### config.mk
export PLATFORM = sky130hd
export DESIGN_NAME = ifetch_wb_flat
export DESIGN_NICKNAME = d
export VERILOG_FILES = /design/src/rtl/ifetch_wb_if.sv /design/src/rtl/ifetch_wb.sv /design/src/flat_wrapper.sv
export SDC_FILE = /design/constraint.sdc
export NUM_CORES = 1
export LEC_CHECK = 0
export ABC_AREA = 1
export CORE_MARGIN = 3
export CORE_UTILIZATION = 35
export CTS_CLUSTER_SIZE = 30
export DETAILED_ROUTE_END_ITERATION = 16
export GPL_ROUTABILITY_DRIVEN = 0
export SYNTH_ARGS = -nofsm -noshare
export SYNTH_HDL_FRONTEND = slang
export SYNTH_SLANG_ARGS = --single-unit
### constraint.sdc
create_clock -name clk -period 4.4 [get_ports clk]
set_clock_uncertainty 0.2 [all_clocks]
set_input_delay 0.44 -clock clk [delete_from_list [all_inputs] [get_ports clk]]
set_output_delay 0.44 -clock clk [all_outputs]
set_load 0.05 [all_outputs]
### src/rtl/ifetch_wb_if.sv
// Wishbone classic read-side bundle between the instruction-fetch master and the memory slave.
// Signal names follow the Wishbone port names used by the fetch unit.
interface ifetch_wb_if;
    logic        CYC;
    logic        STB;
    logic [31:0] ADR;
    logic [31:0] DAT_I;
    logic        WE;
    logic [2:0]  CTI_O;
    logic        ACK;
    logic        ERR;
    logic        RTY;

    modport master (
        output CYC, STB, ADR, WE, CTI_O,
        input  DAT_I, ACK, ERR, RTY
    );

    modport slave (
        input  CYC, STB, ADR, WE, CTI_O,
        output DAT_I, ACK, ERR, RTY
    );
endinterface

### src/rtl/ifetch_wb.sv
// Wishbone classic instruction-fetch master: sequential prefetch into a small FIFO, redirect flush,
// RTY retry and fault entries. Define IFETCH_ALIGN_CHECK_EN to trap misaligned redirect targets.
module ifetch_wb #(
    parameter int unsigned FIFO_DEPTH = 2,
    parameter logic [31:0] RESET_PC   = 32'h0,
    parameter int unsigned RTY_MAX    = 4
) (
    input  logic         clk,
    input  logic         rst_n,
    ifetch_wb_if.master  wb,
    input  logic         redirect,
    input  logic [31:0]  redirect_pc,
    output logic         instr_valid,
    input  logic         instr_ready,
    output logic [31:0]  instr,
    output logic [31:0]  instr_pc,
    output logic         instr_fault
);
    localparam int unsigned PW = (FIFO_DEPTH > 1) ? $clog2(FIFO_DEPTH) : 1;
    localparam int unsigned CW = $clog2(FIFO_DEPTH + 1);
    localparam int unsigned RW = $clog2(RTY_MAX + 1);

    typedef enum logic [1:0] {IDLE, REQ, HALT} state_e;

    typedef struct packed {
        logic [31:0] instr;
        logic [31:0] pc;
        logic        fault;
    } entry_t;

    state_e        state_q, state_d;
    logic          cyc_q, cyc_d;
    logic [31:0]   adr_q, adr_d;
    logic [31:0]   fetch_pc_q, fetch_pc_d;
    logic [RW-1:0] retry_q, retry_d;
    logic          discard_q, discard_d;
    logic          halt_pend_q, halt_pend_d;
    logic [PW-1:0] wr_ptr_q, wr_ptr_d;
    logic [PW-1:0] rd_ptr_q, rd_ptr_d;
    logic [CW-1:0] count_q, count_d;
    entry_t        mem_q [FIFO_DEPTH];
    entry_t        mem_d [FIFO_DEPTH];

    logic          term;
    logic          busy;
    logic          flush;
    logic          push;
    logic          pop;
    logic          start;
    logic          go_halt;
    logic          misaligned;
    logic [31:0]   target_pc;
    entry_t        push_entry;
    entry_t        head;

    assign wb.CYC   = cyc_q;
    assign wb.STB   = cyc_q;
    assign wb.ADR   = adr_q;
    assign wb.WE    = 1'b0;
    assign wb.CTI_O = 3'b000;

    assign head        = mem_q[rd_ptr_q];
    assign instr_valid = (count_q != '0);
    assign instr       = instr_valid ? head.instr : 32'h0;
    assign instr_pc    = instr_valid ? head.pc    : 32'h0;
    assign instr_fault = instr_valid & head.fault;

    assign target_pc = redirect_pc & 32'hFFFF_FFFC;
`ifdef IFETCH_ALIGN_CHECK_EN
    assign misaligned = (redirect_pc[1:0] != 2'b00);
`else
    assign misaligned = 1'b0;
`endif

    assign term = cyc_q & (wb.ACK | wb.ERR | wb.RTY);
    // An open request survives a redirect; its termination is swallowed via the discard flag.
    assign busy = cyc_q & ~term;
    assign pop  = instr_valid & instr_ready & ~redirect;

    always_comb begin
        // NOTE: every always_comb output gets a default first so no path can infer a latch.
        state_d     = state_q;
        cyc_d       = cyc_q;
        adr_d       = adr_q;
        fetch_pc_d  = fetch_pc_q;
        retry_d     = retry_q;
        discard_d   = discard_q;
        halt_pend_d = halt_pend_q;
        flush       = 1'b0;
        push        = 1'b0;
        push_entry  = '0;
        start       = 1'b0;
        go_halt     = 1'b0;

        if (redirect) begin
            flush       = 1'b1;
            retry_d     = '0;
            halt_pend_d = 1'b0;
            fetch_pc_d  = target_pc;
            discard_d   = busy;
            if (misaligned) begin
                push             = 1'b1;
                push_entry.pc    = redirect_pc;
                push_entry.fault = 1'b1;
                if (busy) halt_pend_d = 1'b1;
                else      go_halt     = 1'b1;
            end else if (!busy) begin
                start = 1'b1;
            end
        end else begin
            unique case (state_q)
                IDLE: start = 1'b1;
                REQ: begin
                    if (term) begin
                        if (discard_q) begin
                            discard_d = 1'b0;
                            if (halt_pend_q) go_halt = 1'b1;
                            else             start   = 1'b1;
                        end else if (wb.ACK) begin
                            push             = 1'b1;
                            push_entry.instr = wb.DAT_I;
                            push_entry.pc    = adr_q;
                            fetch_pc_d       = adr_q + 32'd4;
                            retry_d          = '0;
                            start            = 1'b1;
                        end else if (wb.ERR || (retry_q == RW'(RTY_MAX - 1))) begin
                            push             = 1'b1;
                            push_entry.pc    = adr_q;
                            push_entry.fault = 1'b1;
                            retry_d          = '0;
                            go_halt          = 1'b1;
                        end else begin
                            retry_d = retry_q + RW'(1);
                        end
                    end
                end
                default: ;
            endcase
        end

        // FIFO bookkeeping: a redirect clears it before any same-cycle fault entry lands.
        mem_d    = mem_q;
        wr_ptr_d = flush ? '0 : wr_ptr_q;
        rd_ptr_d = flush ? '0 : rd_ptr_q;
        count_d  = flush ? '0 : count_q;
        if (pop) begin
            rd_ptr_d = rd_ptr_q + PW'(1);
            count_d  = count_d - CW'(1);
        end
        if (push) begin
            mem_d[wr_ptr_d] = push_entry;
            wr_ptr_d        = wr_ptr_d + PW'(1);
            count_d         = count_d + CW'(1);
        end

        // Credit check uses the post-pop, post-push occupancy so the FIFO can never overflow.
        if (go_halt) begin
            state_d     = HALT;
            cyc_d       = 1'b0;
            halt_pend_d = 1'b0;
        end else if (start) begin
            if (count_d < CW'(FIFO_DEPTH)) begin
                state_d = REQ;
                cyc_d   = 1'b1;
                adr_d   = fetch_pc_d;
            end else begin
                state_d = IDLE;
                cyc_d   = 1'b0;
            end
        end
    end

    // NOTE: sequential state uses non-blocking assignments so every flop samples pre-edge values.
    always_ff @(posedge clk or negedge rst_n) begin
        if (!rst_n) begin
            state_q     <= IDLE;
            cyc_q       <= 1'b0;
            adr_q       <= RESET_PC;
            fetch_pc_q  <= RESET_PC;
            retry_q     <= '0;
            discard_q   <= 1'b0;
            halt_pend_q <= 1'b0;
            wr_ptr_q    <= '0;
            rd_ptr_q    <= '0;
            count_q     <= '0;
        end else begin
            state_q     <= state_d;
            cyc_q       <= cyc_d;
            adr_q       <= adr_d;
            fetch_pc_q  <= fetch_pc_d;
            retry_q     <= retry_d;
            discard_q   <= discard_d;
            halt_pend_q <= halt_pend_d;
            wr_ptr_q    <= wr_ptr_d;
            rd_ptr_q    <= rd_ptr_d;
            count_q     <= count_d;
        end
    end

    // NOTE: payload storage is not reset; count_q gates every read, so stale contents are never visible.
    always_ff @(posedge clk) begin
        mem_q <= mem_d;
    end
endmodule

### src/flat_wrapper.sv
// flat-port wrapper written by rule: the top's interface ports become plain ports
module ifetch_wb_flat 
#(
    parameter int unsigned FIFO_DEPTH = 2,
    parameter logic [31:0] RESET_PC   = 32'h0,
    parameter int unsigned RTY_MAX    = 4
)
  (clk, rst_n, redirect, redirect_pc, instr_valid, instr_ready, instr, instr_pc, instr_fault, wb_CYC, wb_STB, wb_ADR, wb_WE, wb_CTI_O, wb_DAT_I, wb_ACK, wb_ERR, wb_RTY);
  ifetch_wb_if wb_i ();
  input  logic clk;
  input  logic rst_n;
  input  logic redirect;
  input  logic [31:0] redirect_pc;
  output logic instr_valid;
  input  logic instr_ready;
  output logic [31:0] instr;
  output logic [31:0] instr_pc;
  output logic instr_fault;
  output wire logic [$bits(wb_i.CYC)-1:0] wb_CYC;
  output wire logic [$bits(wb_i.STB)-1:0] wb_STB;
  output wire logic [$bits(wb_i.ADR)-1:0] wb_ADR;
  output wire logic [$bits(wb_i.WE)-1:0] wb_WE;
  output wire logic [$bits(wb_i.CTI_O)-1:0] wb_CTI_O;
  input wire logic [$bits(wb_i.DAT_I)-1:0] wb_DAT_I;
  input wire logic [$bits(wb_i.ACK)-1:0] wb_ACK;
  input wire logic [$bits(wb_i.ERR)-1:0] wb_ERR;
  input wire logic [$bits(wb_i.RTY)-1:0] wb_RTY;
  assign wb_CYC = wb_i.CYC;
  assign wb_STB = wb_i.STB;
  assign wb_ADR = wb_i.ADR;
  assign wb_WE = wb_i.WE;
  assign wb_CTI_O = wb_i.CTI_O;
  assign wb_i.DAT_I = wb_DAT_I;
  assign wb_i.ACK = wb_ACK;
  assign wb_i.ERR = wb_ERR;
  assign wb_i.RTY = wb_RTY;
  ifetch_wb #(.FIFO_DEPTH(FIFO_DEPTH), .RESET_PC(RESET_PC), .RTY_MAX(RTY_MAX)) u_core (.clk(clk), .rst_n(rst_n), .wb(wb_i), .redirect(redirect), .redirect_pc(redirect_pc), .instr_valid(instr_valid), .instr_ready(instr_ready), .instr(instr), .instr_pc(instr_pc), .instr_fault(instr_fault));
endmodule
# == Word level (Yosys, flattened, before mapping) ==
# Cells that the tools add are included.
# word_totals
regBits,206
in_bits,71
out_inout_bits,104
wordCells,119
# classes
add_sub_neg,6
n_lt_le_gt_ge,4
n_eq_ne,3
n_mux,66
n_bitwise,12
reduce_logical,12
# op_table
op,count
65-bit two-way mux,7
32-bit two-way mux,10
130-bit bitwise mux,1
33-bit two-way mux,2
65-bit demux with 1-bit select,1
1-bit two-way mux,33
"32-bit by 3-bit adder with 32-bit output, second input constant",1
3-bit two-way mux,6
2-bit nonzero test,6
2-bit two-way mux,5
3-bit AND reduction,2
1-bit AND,5
"2-bit >= comparator, second input constant",2
1-bit inverter with 2-bit output,2
"3-bit by 1-bit adder with 3-bit output, second input constant",1
"3-bit by 2-bit == test with 1-bit output, second input constant",1
1-bit inverter,3
"1-bit adder, second input constant",2
"2-bit by 1-bit adder with 2-bit output, second input constant",1
"2-bit by 1-bit == test with 1-bit output, second input constant",1
2-bit logical NOT,1
"2-bit by 1-bit < comparator with 1-bit output, second input constant",1
"2-bit < comparator, second input constant",1
"2-bit inequality test, second input constant",1
other kinds (6),7

# == Logic depth before layout (Yosys ltp) ==
# Gate-level depths: netlist of run 1.
# depth
depth_word,13
ltp_mapped,12
depth_no_buf,12

# == Worst setup path before layout of run 1 ==
# No wires, ideal clock.
# synth_path
path_kind,input to register
from,input port redirect
to,register u_core.mem_q[0] in the netlist's numbering (enable)
setup_time_ns,0.430
arrival_time_ns,3.030
slack_ns,0.739
stages,8
path_buffers,4
cell_sequence,buf_4 -> inv_2 -> buf_2 -> buf_2 -> buf_1 -> nand2_1 -> inv_1 -> ha_1
# synth_via
elab_chain_len,1
# synth_lines
element,line,rtl
"start, declared",flat_wrapper.sv:12,input logic redirect;
1-bit two-way mux,ifetch_wb.sv:95,if (redirect) begin
"end signal, assigned",ifetch_wb.sv:202,mem_q <= mem_d;
"end, declared",ifetch_wb.sv:41,entry_t mem_q [FIFO_DEPTH];
# Every way passes these cells.
# A chain may end at the register's enable or synchronous reset.

# == Worst setup path after layout of run 1 ==
# layout_path
from,register u_core.rd_ptr_q
to,output port instr_pc[17]
# layout_via
elab_chain_len,5
# layout_lines
element,line,rtl
"start, declared",ifetch_wb.sv:39,"logic [PW-1:0] rd_ptr_q, rd_ptr_d;"
"start signal, assigned",ifetch_wb.sv:195,rd_ptr_q <= rd_ptr_d;
1-bit inverter with 2-bit output (not written as such),ifetch_wb.sv:62,assign head = mem_q[rd_ptr_q];
65-bit two-way mux (not written as such) (3 in a row),ifetch_wb.sv:62,
32-bit two-way mux,ifetch_wb.sv:65,assign instr_pc = instr_valid ? head.pc : 32'h0;
"end, declared",flat_wrapper.sv:17,output logic [31:0] instr_pc;
# Every way passes these cells. The select of a mux whose other input is x is not followed.

==> results of run 1 <==
routing by layer:
metal,vias up,wire [um]
met5,-,0
met4,0,771
met3,42,1470
met2,230,12100
met1,3531,12000
li1,3828,-
area by class of cell:
class	count	area share, %
flip-flops and latches	204	46.9
multi-input cells	775	26.7
repair buffers	182	14.8
clock buffers	37	5.36
well taps	335	3.42
inverters	70	2.14
clock inverters	5	0.642
where the power goes:
group	total [mW]	leakage (nW)	internal, mW	switching [mW]
Clock	1.87	0.359	1.14	0.732
Sequential	2.50	2.11	2.31	0.197
Combinational	2.01	2.64	0.593	1.42
Total	6.38	5.11	4.04	2.34
flip-flops by register name (all words and copies together), names as in the netlist:
register and count:
u_core.mem_q 130, u_core.fetch_pc_q 32, u_core.wb.ADR 32, u_core.retry_q 3, u_core.count_q 2, u_core.state_q 2
u_core.discard_q 1, u_core.rd_ptr_q 1, u_core.wr_ptr_q 1
worst max-delay path, cell delays in order, from the launching register on:
cell,delay [ns]
dfrtp_2,0.36
buf_4,0.61
nand2_1,0.10
a21oi_1,0.31
clkdlybuf4s50_1,0.86
what timing repair did:
action,4_1_cts,5_1_grt
hold endpoints to repair,17,0
hold buffers,1,0
setup buffers,0,0
Yosys cell counts, drive strengths merged:
library cell,n,share of area [%]
o211ai,1,0.079
nor2,126,5.3
nor3,2,0.22
xor2,1,0.17
conb,1,0.039
nand3,51,2.8
a21oi,83,4.3
o21ai,19,1.0
ha,5,0.65
xnor2,1,0.092
o22ai,1,0.065
nand2,478,19
nand4,2,0.13
dfrtp,74,19
edfxtp,130,41
clkbuf,23,0.90
buf,31,2.2
inv,70,2.7
o31ai,1,0.079
cell families after synthesis:
group                      count (synthesis)  share of synthesized area [%]
xor gates and xnor gates                   2                          0.262
adders and majority gates                  5                          0.654
and+or+nand+nor                          659                           27.4
DFF                                      204                           60.2
other                                      1                         0.0392
AOI/OAI and AO/OA                        105                           5.60
buffers and inverters                    124                           5.81
worst min path at each step:
stage                     start                end  slack [ns]  depth (start not counted)
after detailed placement  rst_n  u_core.wb.ADR[24]        0.21                          1
after CTS                 rst_n  u_core.wb.ADR[24]        0.21                          2
after floorplan           rst_n  u_core.count_q[0]       -0.06                          0
after global routing      rst_n  u_core.wb.ADR[25]        0.26                          2
after global placement    rst_n  u_core.wb.ADR[25]        0.20                          1
final                     rst_n  u_core.wb.ADR[25]        0.21                          2
metrics by stage:
step	utilization, %	power [mW]	std cells	worst slack (ns)
floorplan	-	3.83	1103	0.739
global placement	43.6	4.54	1565	1.12
detailed placement	43.6	4.56	1565	1.13
CTS	46.4	6.44	1608	0.902
global route	46.4	6.70	1608	0.806
finish	46.4	6.38	1608	0.984
==> flow_summary.toml, run 1 <==
[outcome]
status = "finished clean"

[grt]
grt.busiest_layer = "met2"
use_met1_pct = 24.7
globalRouteMet3Util_pct = 3.03
grt_pass1_wl_mm = 41.0
grt_pass1_vias = 7548
antenna_found_initial = 0
grt_max_degree = 66
grt_usage_pct = 17.8
overflow = 0
gr-usage-met2_pct = 29.1

[floorplanning]
die_area_um2 = 29300
chipWidth_um = 171
start_util_pct = 36.2
num_rows = 59
die_h_um = 171
ios = 175
fp.coreArea_um2 = 26400

[drt]
first_pass_iters = 4
final_antenna_net_count = 0
drt_iter0_drc = 608
avgViaCountPerCell = 4.75
drc = 0
vias = 7631
wl_per_cell_um = 16.3
drt-total-wl_mm = 26.3

[clock_network]
cts.clk_slew.worst_paths_ns = 0.06
cts_tree = "done"
worstSkewPairLatency_ns = 0.53
cts.path.max_buffers = 3
cts_buffers = 23
cts-htree-levels = 1
cts.sinks = 204
cts_resized = 0
cts_root_buf = "clkbuf_16"

[sta]
finalSetupViolCount = 0
finalSetupTns_ns = 0
tightest_slew_ns = 0.945
post-route-min-period_ns = 3.42
final_hold_viol_count = 0
maxSlewHeadroom_pct = 36.9
holdWs_ns = 0.208
fin_crit_sh_pct = 77.6
rsz0062_at_grt = "false"
report.final.slew_viol_count = 0
max_freq_mhz = 293

[critical_path]
r2r_slack_ns = 1.77
path_class = "flip-flop to output pin"
crit_fanout = 65
cp-startpoint = "u_core.rd_ptr_q"
crit_path_start_kind = "flip-flop"
crit_end = "instr_pc[17]"
worstRegToRegCells = 8
crit_required_ns = 3.76
r2r-end = "u_core.mem_q[5]"
r2r-start = "u_core.retry_q[1]"
arrival_ns = 2.78
end_kind = "output pin"

[layout]
multiInputGateArea_um2 = 3270
final-seq-area_um2 = 5760
mostFrequentLayoutCells = "472 x nand2_1, 167 x clkdlybuf4s50_1, 130 x edfxtp_1, 120 x nor2_1, 83 x a21oi_1"
final_area_um2 = 12300
drive_gt1_share_pct = 5.34
antenna_cells = 0
num-fill-cells = 2571
syn_to_final_growth_pct = 28.3
final_nets = 1332
layout_commonest_cell = "nand2_1"

[placed_design]
portBuffers = 168
placed_area_um2 = 11500
dp_hpwl_mm = 17.4

[synthesis]
ys_seq_area_share_pct = 60.2
syn_avg_cell_area_um2 = 8.69
ys.warnings.count = 0
synthDistinctLibCells = 31
ys_seq_elements = 204
syn-instance-count = 1100
syn-cell-area_um2 = 9560

[min_path]
hold_path.class = "input port to asynchronous set/reset pin"

[power_and_ir_drop]
p_per_area_nw_per_um2 = 520
p_leak_nw = 5.11
ir_drop_mv = 0.251

[job]
max-cap-violations = 0
No activity file was read; power rests on OpenSTA's default activity.
==> inputs of run 2 (changes only) <==
clock period = 3.1 ns   (was 4.4 ns; I/O delays follow)
==> flow_summary.toml, run 2 (synthesis results as in run 1) <==
[layout]
largest-register = "u_core.mem_q"
syn_to_final_growth_pct = 26.5
multiInputGateArea_um2 = 3270
largest_reg_flops = 130
final_nets = 1335
mostFrequentLayoutCells = "472 x nand2_1, 130 x edfxtp_1, 120 x nor2_1, 102 x clkdlybuf4s50_1, 83 x a21oi_1"
stdcell_count = 1607
antenna_cells = 0
final-seq-area_um2 = 5760
num-fill-cells = 2541
drive_gt1_share_pct = 10.3
layout_commonest_cell = "nand2_1"

[critical_path]
r2r_slack_ns = 0.81
r2r-start = "u_core.retry_q[0]"
end_kind = "output pin"
arrival_ns = 2.13
crit_required_ns = 2.59
worstRegToRegCells = 11
path_class = "flip-flop to output pin"
crit_fanout = 65
r2r-end = "u_core.wb.ADR[16]"
crit_path_start_kind = "flip-flop"

[drt]
drt_iter0_drc = 709
avgViaCountPerCell = 4.80
first_pass_iters = 5
wl_per_cell_um = 16.3
final_antenna_net_count = 0
drc = 0
vias = 7707
drt-total-wl_mm = 26.2

[power_and_ir_drop]
p_leak_nw = 5.21
ir_drop_mv = 0.466
p_per_area_nw_per_um2 = 735

[floorplanning]
num_rows = 59
start_util_pct = 36.2
die_area_um2 = 29300
chipWidth_um = 171
fp.coreArea_um2 = 26400
die_h_um = 171
ios = 175

[clock_network]
cts_root_buf = "clkbuf_16"
cts_tree = "done"
post_cts_buffers = 0
cts_resized = 0
cts.path.max_buffers = 3
cts.clk_slew.worst_paths_ns = 0.06
cts-htree-levels = 1
cts.sinks = 204
worstSkewPairLatency_ns = 0.51
cts_buffers = 23

[placed_design]
portBuffers = 168
dp_hpwl_mm = 17.1
dp_slack_ns = 0.382
placedCellCount = 1568

[sta]
finalSetupViolCount = 0
post-route-min-period_ns = 2.64
fin_crit_sh_pct = 85.2
finalWorstSetupSlack_ns = 0.459
rsz0062_at_grt = "false"
tightest_slew_ns = 0.775
report.final.slew_viol_count = 0
final_hold_viol_count = 0
finalSetupTns_ns = 0
max_freq_mhz = 379
maxSlewHeadroom_pct = 48.3

[min_path]
hold_path.class = "input port to asynchronous set/reset pin"

[grt]
grt_usage_pct = 17.4
grt_pass1_wl_mm = 40.4
grt_max_degree = 75
antenna_found_initial = 0
overflow = 0
grt_pass1_vias = 7326

[outcome]
status = "finished clean"

[job]
max-cap-violations = 0
==> run 2: where the power goes <==
| part | total [mW] | internal, mW | switching (mW) |
|---|---|---|---|
| clock network | 2.51 | 1.47 | 1.04 |
| registers | 3.56 | 3.27 | 0.290 |
| logic | 2.82 | 0.805 | 2.01 |
| total | 8.89 | 5.55 | 3.34 |
==> run 2: how the worst max path moves through the flow <==
stage	start	to	cells past startpoint
after floorplan	redirect	u_core.mem_q[0]	8
after global placement	wb_ACK	u_core.mem_q[125]	8
after detailed placement	wb_ACK	u_core.mem_q[36]	8
after CTS	u_core.count_q[1]	instr_pc[17]	4
after global routing	u_core.count_q[1]	instr_pc[17]	4
final	u_core.count_q[1]	instr_pc[13]	4
==> run 2: per-layer routing <==
| layer | routed length, um | vias to the layer above | GRT usage, % |
|---|---|---|---|
| met5 | 0 | - | 0 |
| met2 | 11900 | 244 | 27.7 |
| li1 | - | 3838 | - |
| met4 | 703 | 0 | 4.79 |
| met3 | 1530 | 45 | 2.83 |
| met1 | 12000 | 3580 | 24.9 |
==> run 2: timing repair <==
action	CTS	global route
endpoints found under the hold margin	74	0
hold buffers	1	0
setup endpoints to repair	0	0
==> run 2: area by class of cell <==
class	count	share of cell area, %
Clock inverter	4	0.383
Clock buffer	34	5.18
Tap cell	335	3.47
Inverter	70	2.17
Multi-Input combinational cell	775	27.1
Sequential cell	204	47.6
Timing Repair Buffer	185	14.1
==> run 2: critical path: stages, from the launching register on <==
cell     delay (ns)
dfrtp_1        0.42
nor2_4         0.12
buf_4          0.60
a21oi_1        0.21
buf_4          0.26
==> run 2: through the flow <==
step	util, %	total power [mW]	instance area, um^2	hold slack [ns]
final	45.8	8.89	12100	0.157
after global routing	45.8	9.31	12100	0.174
after CTS	45.8	8.95	12100	0.148
after floorplan	-	5.43	9580	-0.186
after detailed placement	43.2	6.44	11400	0.169
after global placement	43.2	6.42	11400	0.177
